[config.mk]
export PLATFORM = sky130hd
export DESIGN_NAME = caliptra_apb_requester
export DESIGN_NICKNAME = d
export VERILOG_FILES = /design/src/rtl/caliptra_apb_req_pkg.sv /design/src/rtl/caliptra_apb_requester.sv
export SDC_FILE = /design/constraint.sdc
export NUM_CORES = 1
export LEC_CHECK = 0
export ABC_AREA = 0
export CORE_MARGIN = 3
export CORE_UTILIZATION = 25
export CTS_CLUSTER_DIAMETER = 150
export DETAILED_ROUTE_END_ITERATION = 16
export GPL_TIMING_DRIVEN = 0
export PLACE_DENSITY = 0.59
export SLEW_MARGIN = 20
export SYNTH_ARGS = -nofsm -noshare
export SYNTH_HDL_FRONTEND = slang
export SYNTH_SLANG_ARGS = --single-unit
[constraint.sdc]
create_clock -name core_clk -period 2.3 [get_ports core_clk]
set_clock_uncertainty 0.2 [all_clocks]
set_input_delay 0.23 -clock core_clk [delete_from_list [all_inputs] [get_ports core_clk]]
set_output_delay 0.23 -clock core_clk [all_outputs]
set_load 0.1 [all_outputs]
[src/rtl/caliptra_apb_req_pkg.sv]
// Shared types and default widths for the Caliptra APB requester.
package caliptra_apb_req_pkg;

  localparam int unsigned APB_ADDR_W         = 32;
  localparam int unsigned APB_DATA_W         = 32;
  localparam int unsigned APB_STRB_W         = APB_DATA_W / 8;
  localparam int unsigned APB_TIMEOUT_CYCLES = 1024;

  typedef enum logic [1:0] {
    ST_IDLE   = 2'd0,
    ST_SETUP  = 2'd1,
    ST_ACCESS = 2'd2,
    ST_RESP   = 2'd3
  } apb_state_e;

  typedef struct packed {
    logic [APB_ADDR_W-1:0] addr;
    logic                  write;
    logic [APB_DATA_W-1:0] wdata;
    logic [APB_STRB_W-1:0] strb;
    logic [2:0]            prot;
  } apb_cmd_t;

  typedef struct packed {
    logic [APB_DATA_W-1:0] rdata;
    logic                  err;
    logic                  timeout;
  } apb_rsp_t;

  // PSEL is asserted for the whole SETUP+ACCESS window of a transfer.
  function automatic logic apb_sel_state(input apb_state_e s);
    return (s == ST_SETUP) || (s == ST_ACCESS);
  endfunction

endpackage

[src/rtl/caliptra_apb_requester.sv]
// APB4 requester: one transfer per valid/ready command, 4-cycle minimum period, response held until rsp_ready.
// Optional ACCESS-phase abort counter is built when CALIPTRA_APB_TIMEOUT_EN is defined.
module caliptra_apb_requester
  import caliptra_apb_req_pkg::*;
#(
  parameter int unsigned ADDR_WIDTH     = APB_ADDR_W,
  parameter int unsigned DATA_WIDTH     = APB_DATA_W,
  parameter int unsigned TIMEOUT_CYCLES = APB_TIMEOUT_CYCLES
) (
  input  logic                    core_clk,
  input  logic                    cptra_rst_b,
  input  logic                    cmd_valid,
  output logic                    cmd_ready,
  input  logic [ADDR_WIDTH-1:0]   cmd_addr,
  input  logic                    cmd_write,
  input  logic [DATA_WIDTH-1:0]   cmd_wdata,
  input  logic [DATA_WIDTH/8-1:0] cmd_strb,
  input  logic [2:0]              cmd_prot,
  output logic                    rsp_valid,
  input  logic                    rsp_ready,
  output logic [DATA_WIDTH-1:0]   rsp_rdata,
  output logic                    rsp_err,
  output logic                    rsp_timeout,
  output logic [ADDR_WIDTH-1:0]   m_apb_paddr,
  output logic                    m_apb_psel,
  output logic                    m_apb_penable,
  output logic                    m_apb_pwrite,
  output logic [DATA_WIDTH-1:0]   m_apb_pwdata,
  output logic [DATA_WIDTH/8-1:0] m_apb_pstrb,
  output logic [2:0]              m_apb_pprot,
  input  logic [DATA_WIDTH-1:0]   m_apb_prdata,
  input  logic                    m_apb_pready,
  input  logic                    m_apb_pslverr
);

  apb_state_e state_q, state_d;

  logic                    cmd_ready_q;
  logic                    psel_q, penable_q, pwrite_q;
  logic [ADDR_WIDTH-1:0]   paddr_q;
  logic [DATA_WIDTH-1:0]   pwdata_q;
  logic [DATA_WIDTH/8-1:0] pstrb_q;
  logic [2:0]              pprot_q;
  logic                    rsp_valid_q, rsp_err_q;
  logic [DATA_WIDTH-1:0]   rsp_rdata_q;

  logic cmd_fire, rsp_fire, access_done, timeout_hit;

  assign cmd_fire    = cmd_valid & cmd_ready_q;
  assign rsp_fire    = rsp_valid_q & rsp_ready;
  assign access_done = (state_q == ST_ACCESS) & (m_apb_pready | timeout_hit);

`ifdef CALIPTRA_APB_TIMEOUT_EN
  localparam int unsigned CNT_W = $clog2(TIMEOUT_CYCLES);

  logic [CNT_W-1:0] cnt_q, cnt_d;
  logic             rsp_timeout_q;

  // pready on the terminal-count cycle takes priority over the abort.
  assign timeout_hit = (state_q == ST_ACCESS) & ~m_apb_pready &
                       (cnt_q == CNT_W'(TIMEOUT_CYCLES - 1));

  always_comb begin
    cnt_d = cnt_q;
    if (state_q == ST_SETUP) begin
      cnt_d = '0;
    end else if ((state_q == ST_ACCESS) && !m_apb_pready) begin
      cnt_d = cnt_q + 1'b1;
    end
  end

  always_ff @(posedge core_clk or negedge cptra_rst_b) begin
    if (!cptra_rst_b) begin
      cnt_q         <= '0;
      rsp_timeout_q <= 1'b0;
    end else begin
      cnt_q <= cnt_d;
      if (access_done) begin
        rsp_timeout_q <= timeout_hit;
      end
    end
  end

  assign rsp_timeout = rsp_timeout_q;
`else
  assign timeout_hit = 1'b0;
  assign rsp_timeout = 1'b0;
`endif

  always_comb begin
    state_d = state_q;
    case (state_q)
      ST_IDLE:   if (cmd_fire)    state_d = ST_SETUP;
      ST_SETUP:                   state_d = ST_ACCESS;
      ST_ACCESS: if (access_done) state_d = ST_RESP;
      ST_RESP:   if (rsp_fire)    state_d = ST_IDLE;
      default:                    state_d = ST_IDLE;
    endcase
  end

  // Outputs are decoded from the next state so each one is a plain flop.
  always_ff @(posedge core_clk or negedge cptra_rst_b) begin
    if (!cptra_rst_b) begin
      state_q     <= ST_IDLE;
      cmd_ready_q <= 1'b0;
      psel_q      <= 1'b0;
      penable_q   <= 1'b0;
      paddr_q     <= '0;
      pwrite_q    <= 1'b0;
      pwdata_q    <= '0;
      pstrb_q     <= '0;
      pprot_q     <= '0;
      rsp_valid_q <= 1'b0;
      rsp_rdata_q <= '0;
      rsp_err_q   <= 1'b0;
    end else begin
      state_q     <= state_d;
      cmd_ready_q <= (state_d == ST_IDLE);
      psel_q      <= apb_sel_state(state_d);
      penable_q   <= (state_d == ST_ACCESS);
      rsp_valid_q <= (state_d == ST_RESP);
      if (cmd_fire) begin
        paddr_q  <= cmd_addr;
        pwrite_q <= cmd_write;
        pwdata_q <= cmd_wdata;
        pstrb_q  <= cmd_write ? cmd_strb : '0;
        pprot_q  <= cmd_prot;
      end
      if (access_done) begin
        rsp_rdata_q <= (!pwrite_q && m_apb_pready) ? m_apb_prdata : '0;
        rsp_err_q   <= m_apb_pready ? m_apb_pslverr : 1'b1;
      end
    end
  end

  assign cmd_ready     = cmd_ready_q;
  assign m_apb_paddr   = paddr_q;
  assign m_apb_psel    = psel_q;
  assign m_apb_penable = penable_q;
  assign m_apb_pwrite  = pwrite_q;
  assign m_apb_pwdata  = pwdata_q;
  assign m_apb_pstrb   = pstrb_q;
  assign m_apb_pprot   = pprot_q;
  assign rsp_valid     = rsp_valid_q;
  assign rsp_rdata     = rsp_rdata_q;
  assign rsp_err       = rsp_err_q;

endmodule

* Word level (Yosys, flattened, before mapping)
Index checks and enable logic that the tools add are counted.
Word-level totals: memory bits (read-only) 0, RAM bits 0, input bits 110, bits in latches 0, logic and storage cells 33, output and inout bits 110, memories 0, bits in registers 111
Operators by class: bitwise operators 3, $lt $le $gt $ge 0, shifts and indexed selects 0, mux-type cells 7, equality and inequality tests 6, add/subtract/negate cells 0, reductions and logical operators 5, multiply operators 0, div/mod/pow operators 0
Operators by type and width (count):
- two-way mux 32 bit | 1
- == test 2 bit, second input constant | 4
- one-hot mux 2 bit (4 select lines) | 1
- two-way mux 2 bit | 3
- == test 2 x 1 -> 1 bit, second input constant | 2
- zero test 2 bit | 2
- two-way mux 4 bit | 1
- AND 1 bit | 3
- logical AND 1 bit | 1
- zero test 1 bit | 1
- logical OR 1 bit | 1
- two-way mux 1 bit | 1

* Depth between registers and ports, before layout
Gate-level depths: netlist of run 1.
depth in word-level cells 6, depth in mapped cells 5, gate-level depth less buffers 3

* Worst setup path after synthesis of run 1
No wires, ideal clock.
kind reg-to-reg, start register cmd_ready_q, in the netlist cmd_ready, end register psel_q, in the netlist m_apb_psel, path buffers 2, arrival 1930 ps, slack 44 ps, period minus slack after synthesis 2256 ps, stages on the path, launching flop included 6, required time 1974 ps, library setup time 126 ps, path through dfrtp_1 > and2_4 > buf_6 > buf_6 > a2bb2oi_1 > ha_1
On the way: longest elaborated chain between the ends 5, elaborated cells between the ends (all ways) 6, classes of those cells eq/ne: 2; mux: 2; bitwise: 1; reduce/logical: 1
Ends and longest elaborated chain:
- from (decl) | line caliptra_apb_requester.sv:38 | logic cmd_ready_q;
- from (signal assigned) | line caliptra_apb_requester.sv:118 | cmd_ready_q <= (state_d == ST_IDLE);
- AND 1 bit (*) | line caliptra_apb_requester.sv:49 | assign cmd_fire = cmd_valid & cmd_ready_q;
- two-way mux 2 bit (*) | line caliptra_apb_requester.sv:93 | ST_IDLE: if (cmd_fire) state_d = ST_SETUP;
- one-hot mux 2 bit (4 select lines) (*) | line caliptra_apb_requester.sv:92 | case (state_q)
- == test 2 x 1 -> 1 bit or == test 2 bit (tied branches) | line caliptra_apb_req_pkg.sv:32 | return (s == ST_SETUP) || (s == ST_ACCESS);
- logical OR 1 bit (*) | line caliptra_apb_req_pkg.sv:32
- to (signal assigned) | line caliptra_apb_requester.sv:119 | psel_q <= apb_sel_state(state_d);
- to (decl) | line caliptra_apb_requester.sv:39 | logic psel_q, penable_q, pwrite_q;
Mark *: on every way between the ends. The rest lies on a longest branch, timed or not. A chain may end at the register's enable or synchronous reset.

* Worst setup path in the final report of run 1
start register pwdata_q[2], in the netlist m_apb_pwdata[2], end output port m_apb_pwdata[2]
RTL lines:
- from (decl) | line caliptra_apb_requester.sv:41 | logic [DATA_WIDTH-1:0] pwdata_q;
- from (signal assigned) | line caliptra_apb_requester.sv:125 | pwdata_q <= cmd_wdata;
- to (decl) | line caliptra_apb_requester.sv:28 | output logic [DATA_WIDTH-1:0] m_apb_pwdata,
No word-level cell between the ends.

==> results of run 1 <==
==> registers in the layout (all words and copies together) (netlist names) <==
name and count:
cmd_ready 1, m_apb_paddr 32, m_apb_penable 1, m_apb_pprot 3, m_apb_psel 1, m_apb_pstrb 4
m_apb_pwdata 32, m_apb_pwrite 1, rsp_err 1, rsp_rdata 32, rsp_valid 1, state_q 2
==> layer usage <==
metal / global-route usage / routed length (µm) / up-vias / share of wire
li1: - / - / 1439 / -
met1: 0.150 / 5320 / 1551 / 0.43
met2: 0.199 / 6310 / 99 / 0.51
met3: 0.0330 / 677 / 9 / 0.054
met4: 0.0370 / 169 / 0 / 0.014
met5: 0 / 0 / - / 0
==> stage by stage <==
stage               cell area (µm²)  hold WS (ns)  setup TNS [ns]   util
global placement               7370         0.293         -390.96  0.390
CTS                            7630         0.206               0  0.404
global route                   7690         0.243               0  0.407
detailed placement             7400        0.0165               0  0.392
finish                         7690         0.185               0  0.407
floorplan                      4860        -0.266               0      -
==> cell type report <==
| class | count | area [µm²] | share of cell area |
|---|---|---|---|
| buffer | 16 | 193 | 0.0250 |
| clock inverter | 7 | 103 | 0.0133 |
| clock buffer | 9 | 225 | 0.0293 |
| timing repair buffer | 220 | 2180 | 0.283 |
| multi-input combinational | 154 | 1880 | 0.244 |
| inverter | 4 | 15.0 | 0.00195 |
| tap | 260 | 325 | 0.0423 |
| sequential | 111 | 2780 | 0.361 |
==> cells by family after synthesis <==
family,count (synthesis)
flip-flops,111
multiplexers,101
AND/OR/NAND/NOR,40
buffers and inverters,20
AO/OA/AOI/OAI,9
adder cells (fa/ha/maj),3
other,1
==> how the worst min path moves through the flow <==
| stage | to | slack (ns) | depth (start not counted) |
|---|---|---|---|
| 2_1_floorplan | cmd_ready | -0.27 | 0 |
| 3_3_place_gp | m_apb_paddr[15] | 0.29 | 1 |
| 3_5_place_dp | m_apb_pwdata[14] | 0.02 | 1 |
| 4_1_cts | m_apb_pwdata[14] | 0.21 | 2 |
| 5_1_grt | m_apb_pwdata[14] | 0.24 | 2 |
| 6_report | m_apb_pwdata[14] | 0.19 | 2 |
==> what timing repair did <==
action,CTS,global route
hold endpoints to repair,52,0
gates resized for setup,82,24
pin swaps,0,0
hold buffers,1,0
endpoints found under the setup margin,82,24
==> placed cells by master (no fill, tap or decap), drive strengths merged, types with 2 or more instances in the layout <==
| cell type | count |
|---|---|
| clkdlybuf4s50 | 111 |
| ha | 3 |
| clkinv | 2 |
| mux2 | 101 |
| inv | 7 |
| dfrtp | 111 |
| dlymetal6s2s | 24 |
| buf | 15 |
| o21ai | 5 |
| and2b | 32 |
| clkbuf | 12 |
| nand4 | 4 |
| dlygate4sd2 | 82 |
| bufinv | 2 |
==> summary.txt, run 1 <==
Status
  – Status: finished clean

Logic synthesis
  – Largest family of logic cells by synthesized area: multiplexers
  – Share of synthesized registers carrying an async set or reset: 1.00
  – Synthesis-stage register bit count: 111
  – Synth cell types: 24
  – Main area contributors after synthesis: dfrtp_1, mux2_4, and2b_2
  – Compound-Gate Fraction of Synth Area: 0.0113
  – YS warnings: 0
  – Top cells by count, synth: dfrtp_1, mux2_4, and2b_2
  – Seq/Total Area, Yosys: 0.571
  – Mux contribution to synthesized area: 0.299
  – Cell Area, Synth: 4860 µm²
  – Synthesized-area fraction occupied by xor and xnor cells: 0
  – Synth Flop Type: dfrtp_1
  – Post-synth EDFFs: 0
  – Syn Nets: slightly below 400
  – Post-Synth Adder-Cell Area: 0.00772
  – Post-synthesis cell count: between 200 and 300
  – Top-area cell type share of the netlist area: 0.571
  – Most numerous cell in the Yosys netlist: dfrtp_1
  – Area leader, netlist: dfrtp_1
  – Synth Area in Simple Gates: 0.0672
  – Syn Area/Cell: ~17 µm²

Worst setup path
  – Critical-path top delay cell: clkdlybuf4s50_1
  – Setup Crit Path Kind: flip-flop to output port
  – Worst Path Required: approximately 1.9 ns
  – Crit end category: output port
  – Largest stage delay, worst path: between 1 and 1.5 ns
  – Worst reg2reg path depth: 5
  – End of the worst register-to-register path: m_apb_psel
  – CP Cell Sequence: clkdlybuf4s50_1
  – Worst setup SP type: flip-flop
  – WP buf/inv: 1
  – CP max FO: 2
  – Largest delay share family, worst path: buffers and inverters
  – Worst path depth: 1
  – End point of the critical path: m_apb_pwdata[2]
  – Reg2Reg Launch Point: cmd_ready
  – Flop2flop setup slack: 0.58 ns
  – Critical path data arrival time: around 1.8 ns
  – Worst Setup SP: m_apb_pwdata[2]

Clock network
  – Post CTS Setup Buffer Count: 0
  – CTS Root Cell: clkbuf_16
  – Htree depth: 3
  – Inserted Clock Buffers: 9
  – Clock Sinks: 111
  – CTS tree: done
  – Clk slew on worst S/H paths: ~0.070 ns
  – Latest clock arrival within the worst-skew pair: ~0.35 ns
  – Max Root-Sink Buffers: 2

Cells and area
  – Final nets: between 600 and 700
  – Ratio of cells with drive above 1 in the final layout: 0.307
  – Antenna diode count: 0
  – Fillers: about 1,800
  – Post-route insts no fill: 781
  – Layout area overhead: 58.2%

Floorplanning
  – Placeable Area: ~19,000 µm²
  – # IOs: 220
  – Rows: 50
  – Die area: approximately 21,000 µm²
  – Die X: roughly 150 µm
  – Initial Util: 0.257
  – Die Y: around 150 µm

STA
  – Worst slew pin tran: slightly above 1 ns
  – Setup violators final: 0
  – Maximum clock rate: 442 MHz
  – Slew headroom: 0.318
  – Unrepaired setup endpoints after global routing: no
  – Pins Over Slew Limit: 0
  – Period utilization: 0.983
  – Final Hold Viols: 0
  – Min cycle time layout: 2.26 ns
  – Setup ws final: a little under 0.04 ns

Route
  – Vias per inst: ~4.0
  – Remaining DRCs: 0
  – Drt pass-1 iters: 4
  – Aggregate routed wire length: ~12 mm
  – Final ANT Viol Nets: 0
  – Initial DRC count: slightly above 80
  – Vias post-DR: just over 3,000
  – WL/cell: 16.0 µm

Placement
  – Routability cong.: ~0.74
  – Dpl hpwl: 9.36 mm
  – Placed cells: around 760
  – Post-place setup slack: 0.226 ns
  – I/O Buffers: 218

Global route
  – Vias in the first global route: ~3,300
  – Gr ovfl total: 0
  – Initial antenna violation count: 0
  – Global-route wire length before repair: slightly above 20 mm
  – Overall Global Routing Usage: 0.119
  – Largest net degree at the start of global routing: 60

Flow run
  – Max_cap viols: 0

Worst hold path
  – HP Class: primary input to asynchronous set/reset pin
Power of run 1 is left out: the tool's default activity adds up to more than one toggle a clock period on the data nets, which glitch-free logic cannot reach.
==> run 2, diff against run 1 <==
Settings changed: ABC_AREA 0 to default.
==> results of run 2 <==
Same layout as run 1: the final DEF is identical, and so are final timing and power.
Power of run 2 is left out for the same reason.
